`src/rtl/hello_pkg.sv`:
```
// hello_pkg: shared types, character codes and the default message for the hello streamer.
package hello_pkg;

    typedef enum logic [1:0] {
        ONCE_FWD = 2'b00,
        LOOP_FWD = 2'b01,
        ONCE_REV = 2'b10,
        LOOP_REV = 2'b11
    } mode_t;

    typedef enum logic [1:0] {
        IDLE,
        RUN,
        DONE
    } state_t;

    localparam int CODE_W      = 5;
    localparam int DEF_MSG_LEN = 10;

    localparam logic [CODE_W-1:0] CH_D = 5'd4;
    localparam logic [CODE_W-1:0] CH_E = 5'd5;
    localparam logic [CODE_W-1:0] CH_H = 5'd8;
    localparam logic [CODE_W-1:0] CH_L = 5'd12;
    localparam logic [CODE_W-1:0] CH_O = 5'd15;
    localparam logic [CODE_W-1:0] CH_R = 5'd18;
    localparam logic [CODE_W-1:0] CH_W = 5'd23;

    localparam logic [CODE_W-1:0] DEF_MSG [DEF_MSG_LEN] = '{
        CH_H, CH_E, CH_L, CH_L, CH_O, CH_W, CH_O, CH_R, CH_L, CH_D
    };

    // Positions past the stored message read as blank (code 0).
    function automatic logic [CODE_W-1:0] msg_code(input logic [31:0] i);
        return (i < 32'(DEF_MSG_LEN)) ? DEF_MSG[i[3:0]] : '0;
    endfunction

endpackage

```
`src/rtl/hello_msg_rom.sv`:
```
// hello_msg_rom: combinational message lookup, index to zero-extended character code.
import hello_pkg::*;

module hello_msg_rom #(
    parameter int MSG_LEN = 10,
    parameter int DATA_W  = 6,
    parameter int IDX_W   = $clog2(MSG_LEN)
) (
    input  logic [IDX_W-1:0]  i_idx,
    output logic [DATA_W-1:0] o_char
);

    assign o_char = DATA_W'(msg_code(32'(i_idx)));

endmodule

```
`src/rtl/hello_stream_gen.sv`:
```
// hello_stream_gen: plays the ROM message over valid/ready in once/loop, forward/reverse modes.
// All outputs are registered; global_reset clears them asynchronously.
import hello_pkg::*;

module hello_stream_gen #(
    parameter int DATA_W  = 6,
    parameter int MSG_LEN = 10,
    parameter int IDX_W   = $clog2(MSG_LEN)
) (
    input  logic              bertaClock,
    input  logic              global_reset,
    input  logic              start,
    input  logic [1:0]        mode,
    input  logic              abort,
    input  logic              out_ready,
    output logic [DATA_W-1:0] z,
    output logic              z_valid,
    output logic              busy,
    output logic              done,
    output logic [IDX_W-1:0]  idx
);

    localparam logic [IDX_W-1:0] LAST = IDX_W'(MSG_LEN - 1);

    state_t            r_state, w_state_nxt;
    mode_t             r_mode;
    logic [IDX_W-1:0]  r_idx, w_idx_nxt, w_idx_step;
    logic [DATA_W-1:0] r_z, w_z_nxt, w_rom_char;
    logic              r_valid, w_valid_nxt;
    logic              r_busy, w_busy_nxt;
    logic              r_done, w_done_nxt;
    logic              w_go, w_fwd, w_loop, w_last, w_xfer;

    assign w_go   = start & ~abort;
    assign w_fwd  = ~r_mode[1];
    assign w_loop = r_mode[0];
    assign w_xfer = r_valid & out_ready;
    assign w_last = w_fwd ? (r_idx == LAST) : (r_idx == '0);

    // Wrap by explicit compare so non-power-of-two lengths stay in range.
    assign w_idx_step = w_fwd ? (w_last ? '0 : r_idx + 1'b1)
                              : (w_last ? LAST : r_idx - 1'b1);

    hello_msg_rom #(
        .MSG_LEN (MSG_LEN),
        .DATA_W  (DATA_W)
    ) u_rom (
        .i_idx  (w_idx_nxt),
        .o_char (w_rom_char)
    );

    always_ff @(posedge bertaClock or posedge global_reset) begin
        if (global_reset) begin
            r_state <= IDLE;
            r_mode  <= ONCE_FWD;
            r_idx   <= '0;
            r_z     <= '0;
            r_valid <= 1'b0;
            r_busy  <= 1'b0;
            r_done  <= 1'b0;
        end else begin
            r_state <= w_state_nxt;
            r_mode  <= (r_state == IDLE && w_go) ? mode_t'(mode) : r_mode;
            r_idx   <= w_idx_nxt;
            r_z     <= w_z_nxt;
            r_valid <= w_valid_nxt;
            r_busy  <= w_busy_nxt;
            r_done  <= w_done_nxt;
        end
    end

    always_comb begin
        w_state_nxt = IDLE;
        case (r_state)
            IDLE:    w_state_nxt = w_go ? RUN : IDLE;
            RUN:     w_state_nxt = abort ? IDLE
                                 : (w_xfer && w_last && !w_loop) ? DONE : RUN;
            default: w_state_nxt = IDLE;
        endcase
    end

    // Next output values; the ROM is addressed with the next index so z is registered.
    always_comb begin
        w_valid_nxt = (w_state_nxt == RUN);
        w_busy_nxt  = (w_state_nxt != IDLE);
        w_done_nxt  = (w_state_nxt == DONE);
        w_idx_nxt   = '0;
        if (w_valid_nxt)
            w_idx_nxt = (r_state == IDLE) ? (mode[1] ? LAST : '0)
                                          : (w_xfer ? w_idx_step : r_idx);
        w_z_nxt     = w_valid_nxt ? w_rom_char : '0;
    end

    assign z       = r_z;
    assign z_valid = r_valid;
    assign busy    = r_busy;
    assign done    = r_done;
    assign idx     = r_idx;

endmodule

```
`config.mk`:
```
export PLATFORM = sky130hd
export DESIGN_NAME = hello_stream_gen
export DESIGN_NICKNAME = d
export VERILOG_FILES = /design/src/rtl/hello_pkg.sv /design/src/rtl/hello_msg_rom.sv /design/src/rtl/hello_stream_gen.sv
export SDC_FILE = /design/constraint.sdc
export NUM_CORES = 1
export LEC_CHECK = 0
export ABC_AREA = 1
export BUFFER_PORTS_ARGS = -buffer_cell sky130_fd_sc_hd__buf_2
export CAP_MARGIN = 20
export CORE_UTILIZATION = 25
export DETAILED_ROUTE_END_ITERATION = 16
export GPL_ROUTABILITY_DRIVEN = 0
export HOLD_SLACK_MARGIN = 0.02
export REMOVE_ABC_BUFFERS = 1
export SYNTH_ARGS = -nofsm -noshare
export SYNTH_HDL_FRONTEND = slang
export SYNTH_SLANG_ARGS = --single-unit
```
`constraint.sdc`:
```
create_clock -name bertaClock -period 2.1 [get_ports bertaClock]
set_clock_uncertainty 0.2 [all_clocks]
set_input_delay 0.105 -clock bertaClock [delete_from_list [all_inputs] [get_ports bertaClock]]
set_output_delay 0.105 -clock bertaClock [all_outputs]
set_load 0.01 [all_outputs]
```
## Word level (Yosys, flattened, before mapping)

Memories as Yosys holds them, arrays and structs flattened.
Index checks and enable logic that the tools add are counted.

| storage, ports and cells | value |
|---|---|
| ROM bits | 80 |
| memories kept | 1 |
| register bits after elaboration | 17 |
| output and inout bits | 13 |
| logic and storage cells | 43 |
| memory bits (writable) | 0 |
| input bits | 7 |
| bits in latches | 0 |

| operators by class | value |
|---|---|
| shift operators | 0 |
| bitwise logic cells | 4 |
| reduce and logical (&&, ||, !) cells | 7 |
| $mul | 0 |
| mux-type cells | 16 |
| $lt $le $gt $ge | 2 |
| div/mod/pow operators | 0 |
| add/sub/neg operators | 2 |
| equality and inequality tests | 4 |

Memories:

| name | words | width | rd ports | clocked after memory_dff | write ports | RTL line | source |
|---|---|---|---|---|---|---|---|
| (no name shown) | 16 | 5 | 1 | 0 | 0 | hello_pkg.sv:34 | `return (i < 32'(DEF_MSG_LEN)) ? DEF_MSG[i[3:0]] : '0;` |

Operators by type and width:

| kind | count |
|---|---|
| 2-to-1 mux 4 bit | 7 |
| 2-to-1 mux 5 bit | 4 |
| greater-or-equal comparator 5 bit (second input constant) | 1 |
| inverter 4 -> 5 bit | 1 |
| adder 4 x 1 -> 4 bit (second input constant) | 1 |
| == test 2 x 1 -> 1 bit (second input constant) | 2 |
| == test 4 bit (second input constant) | 1 |
| logical NOT 4 bit | 1 |
| < comparator 4 bit (second input constant) | 1 |
| 2-to-1 mux 2 bit | 2 |
| one-hot mux 2 bit (2 select lines) | 1 |
| subtractor 4 x 1 -> 4 bit (second input constant) | 1 |
| logical AND 1 bit | 3 |
| bitwise AND 1 bit | 2 |
| == test 2 bit (second input constant) | 1 |
| logical NOT 2 bit | 1 |
| 2-to-1 mux 1 bit | 2 |
| nonzero test 2 bit | 1 |
| logical NOT 1 bit | 1 |
| inverter 1 bit | 1 |

## Longest topological paths before layout

| depth | value |
|---|---|
| word-level depth | 15 |
| mapped depth | 15 |
| mapped depth without buffers | 15 |

## Modules after synthesis

Synthesis repeated with hierarchy kept, for this count alone.

| second synthesis, totals | value |
|---|---|
| cell total of the unflattened synthesis | 124 |
| area, all modules | 994.7 um2 |

By module, submodules not included:

| module | area an instance (um2) | times used | cells each | sequential area each (um2) |
|---|---|---|---|---|
| hello_stream_gen | 923.4 | 1 | 109 | 425.4 |
| hello_msg_rom | 71.3 | 1 | 15 | 0.0 |

## Worst setup path before layout

No wires, ideal clock.

| path | value |
|---|---|
| path type | register to register |
| start point | register r_idx[0], in the netlist idx[0] |
| end point | register r_z[3], in the netlist z[3] |
| data required time | 1.784 ns |
| path buffers | 0 |
| library setup time | 0.116 ns |
| stages on the path, launching flop included | 15 |
| path slack | 0.215 ns |
| period minus slack after synthesis | 1.885 ns |
| arrival | 1.569 ns |
| cell sequence | dfrtp_1 inv_1 ha_1 nand2_1 inv_1 nand2_2 nand2_4 nand2_1 nand2_2 nor2_4 nand2_4 a21oi_1 nand2_1 nand2_1 nor2_1 |

| between the ends | value |
|---|---|
| word-level cells in the longest chain between the ends | 15 |
| elaborated cells between the ends (all ways) | 24 |
| those cells by class | add/sub (2); order compare (1); eq/ne (2); mux (14); bitwise (1); reduce/logical (3); memory (1) |

RTL lines:

| item | RTL line | source |
|---|---|---|
| start: declaration | hello_stream_gen.sv:27 | `logic [IDX_W-1:0] r_idx, w_idx_nxt, w_idx_step;` |
| start signal: assignment | hello_stream_gen.sv:64 | `r_idx <= w_idx_nxt;` |
| == test 4 bit or logical NOT 4 bit (tied branches) | hello_stream_gen.sv:38 | `assign w_last = w_fwd ? (r_idx == LAST) : (r_idx == '0);` |
| 2-to-1 mux 1 bit | hello_stream_gen.sv:38 |  |
| logical AND 1 bit (2 in series) | hello_stream_gen.sv:77 | `: (w_xfer && w_last && !w_loop) ? DONE : RUN;` |
| 2-to-1 mux 2 bit | hello_stream_gen.sv:77 |  |
| 2-to-1 mux 2 bit | hello_stream_gen.sv:76 | `RUN: w_state_nxt = abort ? IDLE` |
| one-hot mux 2 bit (2 select lines) | hello_stream_gen.sv:74 | `case (r_state)` |
| == test 2 x 1 -> 1 bit | hello_stream_gen.sv:84 | `w_valid_nxt = (w_state_nxt == RUN);` |
| 2-to-1 mux 4 bit | hello_stream_gen.sv:88 | `if (w_valid_nxt)` |
| inverter 4 -> 5 bit (not written as such) | hello_pkg.sv:34 |  |
| memory (16 x 5 bit) | - |  |
| 2-to-1 mux 5 bit (not written as such) (2 in series) | hello_pkg.sv:34 |  |
| 2-to-1 mux 5 bit | hello_pkg.sv:34 |  |
| 2-to-1 mux 5 bit * | hello_stream_gen.sv:91 | `w_z_nxt = w_valid_nxt ? w_rom_char : '0;` |
| net w_z_nxt[3] | hello_stream_gen.sv:28 | `logic [DATA_W-1:0] r_z, w_z_nxt, w_rom_char;` |
| end signal: assignment | hello_stream_gen.sv:65 | `r_z <= w_z_nxt;` |
| end: declaration | hello_stream_gen.sv:28 |  |

The timed path passes the listed nets; every way through them passes the cells marked *. The select of a mux whose other input is x is not followed.
A chain may end at the register's enable or synchronous reset.

## Worst setup path in the final report

| path | value |
|---|---|
| start point | register r_idx[0], in the netlist idx[0] |
| end point | register r_z[2], in the netlist z[2] |

| between the ends | value |
|---|---|
| word-level cells in the longest chain between the ends | 15 |
| elaborated cells between the ends (all ways) | 24 |
| those cells by class | add/sub (2); order compare (1); eq/ne (2); mux (14); bitwise (1); reduce/logical (3); memory (1) |

RTL lines:

| item | RTL line | source |
|---|---|---|
| == test 4 bit or logical NOT 4 bit (tied branches) | hello_stream_gen.sv:38 |  |
| 2-to-1 mux 1 bit * | hello_stream_gen.sv:38 |  |
| logical AND 1 bit * (2 in series) | hello_stream_gen.sv:77 |  |
| 2-to-1 mux 2 bit * | hello_stream_gen.sv:77 |  |
| 2-to-1 mux 2 bit * | hello_stream_gen.sv:76 |  |
| one-hot mux 2 bit (2 select lines) * | hello_stream_gen.sv:74 |  |
| net w_state_nxt[0] | hello_stream_gen.sv:25 | `state_t r_state, w_state_nxt;` |
| == test 2 x 1 -> 1 bit * | hello_stream_gen.sv:84 |  |
| 2-to-1 mux 4 bit * | hello_stream_gen.sv:88 |  |
| net u_rom.i_idx[0] | hello_msg_rom.sv:9 | `input logic [IDX_W-1:0] i_idx,` |
| inverter 4 -> 5 bit (not written as such) | hello_pkg.sv:34 |  |
| memory (16 x 5 bit) | - |  |
| 2-to-1 mux 5 bit (not written as such) (2 in series) | hello_pkg.sv:34 |  |
| 2-to-1 mux 5 bit * | hello_pkg.sv:34 |  |
| 2-to-1 mux 5 bit * | hello_stream_gen.sv:91 |  |
| net w_z_nxt[2] | hello_stream_gen.sv:28 |  |

Marks and branches as above.

==> impl_metrics.yaml <==
drt:
  post_route_antenna_net_violation_count: 0
  top_signal_layer_used: "met4"
  drt-pass1-iter-count: 4
  drt_iter0_markers: 15
  wl_per_cell_um: 10.1
  num_vias: 792
  wl_met1_um: 821
  drt_drc_violations_left: 0
  post_drt_via_cell_ratio: 4.21
  wl_met3_um: 54
  detailroute.wirelength.met2_um: 973
  detail_route.wirelength_mm: 1.89
logic_synthesis:
  yosysTopAreaCell: "dfrtp_1"
  synth.top_cells.by_area: "dfrtp_1 43%, nand2_1 10%, inv_1 6.1%, nor2_1 4.4%, a21oi_1 4.3%"
  postSynthAreaPerCell_um2: 8.07
  dominantRegCellSynth: "dfrtp_1"
  netlist-cell-type-count: 25
  ys_seq_elements: 16
  ys_async_sr_fraction: 1.00
  syn-cell-area_um2: 928
  yosys-top-cells-count: "25 x nand2_1, 16 x dfrtp_1, 15 x inv_1"
  number_of_warnings_reported_in_the_yosys_synthesis_log: 0
  synth.yosys.seq_area_share: 0.431
  fraction_of_synthesized_cell_area_taken_by_the_top_area_cell_type: 0.431
  syn_inst: 115
  yosys.cell_count.top_type: "nand2_1"
  synth_edf_count: 0
clock_tree:
  clk_pin_slew_worst_paths_ns: 0.06
  clk_latency_ns: 0.25
  cts_max_path_buffers: 2
  numCtsBuffers: 3
  tritoncts: "yes"
  root_buffer: "clkbuf_8"
  clock_sink_total: 16
  h_tree_level_count: 1
floorplanning:
  die_h_um: 62.9
  initial_utilization: 0.270
  die-width_um: 62.9
  placeableCoreArea_mm2: 0.00344
  num_rows: 21
  io_pins: 20
  die_area_mm2: 0.00396
sta:
  max_freq_mhz: 528
  finalMaxSlewViolations: 0
  finalSetupTns_ns: 0
  final_critical_path_setup_slack_ns: 0.206
  final_period_minus_worst_setup_slack_ns: 1.89
  timing.slew.headroom: 0.608
  rsz_0062_raised_after_global_routing: "no"
  fin_crit_sh: 0.902
  final-hold-violation-count: 0
  worst-slew-pin-transition_ns: 0.588
  setup_violations: 0
critical_path:
  rrSetupSlack_ns: 0.21
  critPathRequiredTime_ns: 2.03
  path_class: "reg2reg"
  cp_data_arrival_time_ns: 1.83
  critical_path.max_fanout: 6
  crit_path_start_kind: "flip-flop"
  worstSetupEndpointType: "flip-flop"
placed_design:
  place.detailed.instances: 179
  place_hpwl_mm: 1.47
  dp_worst_setup_slack_ns: 0.153
  io_buffers: 18
  placedInstanceArea_mm2: 0.00108
finish:
  final_cell_count_no_fill: 188
  area_growth_syn_to_layout_pct: 27.1
  num-nets-final: 154
  final_layout_size_suffix_gt1_frac: 0.324
  layout.core_utilization: 0.343
  final_design_area_no_fill_mm2: 0.00118
  diodes: 0
grt:
  globalRouteTotalUtil: 0.105
  pin_count_of_the_biggest_net_entering_global_routing: 17
  grt_total_ovfl: 0
  grt_antenna_before_repair: 0
  grt_first_pass_wirelength_mm: 3.28
  vias_in_the_first_global_route: 764
power:
  leakage_nw: 0.655
  power.density_cell_area_mw_per_mm2: 690
  max-vdd-ir-drop_v: 0.000348
status:
  status: "complete, no violations"
min_path:
  min_path_type: "in2reg"
job:
  cap_violations: 0
cell type report:
| cell class | instances | area [µm²] |
|---|---|---|
| sequential | 16 | 400 |
| tap | 46 | 57.6 |
| fill | 346 | 2260 |
| timing repair buffer | 25 | 155 |
| clock buffer | 3 | 41.3 |
| multi-input combinational | 78 | 448 |
| inverter | 20 | 77.6 |
power breakdown:
part | total, mW | internal [mW] | switching (mW)
Sequential | 0.359 | 0.337 | 0.0220
Clock | 0.222 | 0.127 | 0.0948
Combinational | 0.234 | 0.0914 | 0.142
through the flow:
step	power (mW)	hold slack, ns
global route	0.870	0.0644
floorplan	0.527	-0.181
finish	0.815	0.0342
detailed placement	0.587	0.0116
global placement	0.583	0.0000227
CTS	0.821	0.0248
worst paths after layout:
| path | to | startpoint | depth (start not counted) |
|---|---|---|---|
| hold reg to reg | r_mode[0]$_DFFE_PP0P_ | r_mode[0]$_DFFE_PP0P_ | 1 |
| min in group asynchronous | z_valid$_DFF_PP0_ | global_reset | 3 |
| hold / removal | busy$_DFF_PP0_ | abort | 4 |
| max in group asynchronous | idx[1]$_DFF_PP0_ | global_reset | 3 |
| setup reg to reg | z[2]$_DFF_PP0_ | idx[0]$_DFF_PP0_ | 15 |
| setup / recovery | z[2]$_DFF_PP0_ | idx[0]$_DFF_PP0_ | 15 |
cell families after synthesis:
logic type | after synthesis | share of synthesized area
DFF | 16 | 0.431
other | 1 | 0.00404
buffers and inverters | 21 | 0.0916
AOI/OAI and AO/OA | 11 | 0.0633
muxes | 1 | 0.0121
adders and majority gates | 3 | 0.0404
xor gates and xnor gates | 2 | 0.0189
and+or+nand+nor | 60 | 0.338
registers in the layout, summed over array words and instances, names as in the netlist:
name,count
z,5
done,1
idx,4
busy,1
r_mode,2
z_valid,1
r_state,2
critical path: stages, from the launching register on:
cell and delay, ns:
dfrtp_1 0.40, inv_1 0.11, ha_1 0.17, nand2_1 0.07, inv_1 0.07, nand2_2 0.07, nand2_4 0.09, nand3_4 0.08
nand2_4 0.10, inv_4 0.06, nand2_2 0.09, inv_2 0.06, nand2_1 0.05, nand2_1 0.05, nor2_1 0.08, nor2_1 0.05
placed cells by master, fill, tap and decap left out, types with 2 or more instances in the layout:
master	Yosys	final
a21oi_1	8	8
buf_2	0	18
buf_4	1	2
clkbuf_8	0	3
dfrtp_1	16	16
dlygate4sd3_1	0	5
ha_1	3	3
inv_1	15	14
inv_2	3	4
nand2_1	25	25
nand2_2	6	6
nand2_4	3	3
nand3_1	8	7
nand3_2	1	2
nor2_1	11	11
nor2_2	2	2
nor2_4	2	2
per-layer routing:
metal  global-route usage  vias to the layer above
met1                0.119                      363
met2                0.185                       19
met3               0.0182                        7
li1                     -                      403
met5                    0                        -
met4               0.0581                        0
repair_timing:
item                                    CTS  global route
buffers inserted                          0             1
endpoints found under the hold margin    19             0
hold buffers                              5             0
endpoints found under the setup margin    0             3
gates resized for setup                   0             2
Power figures use the tool's default switching activity.
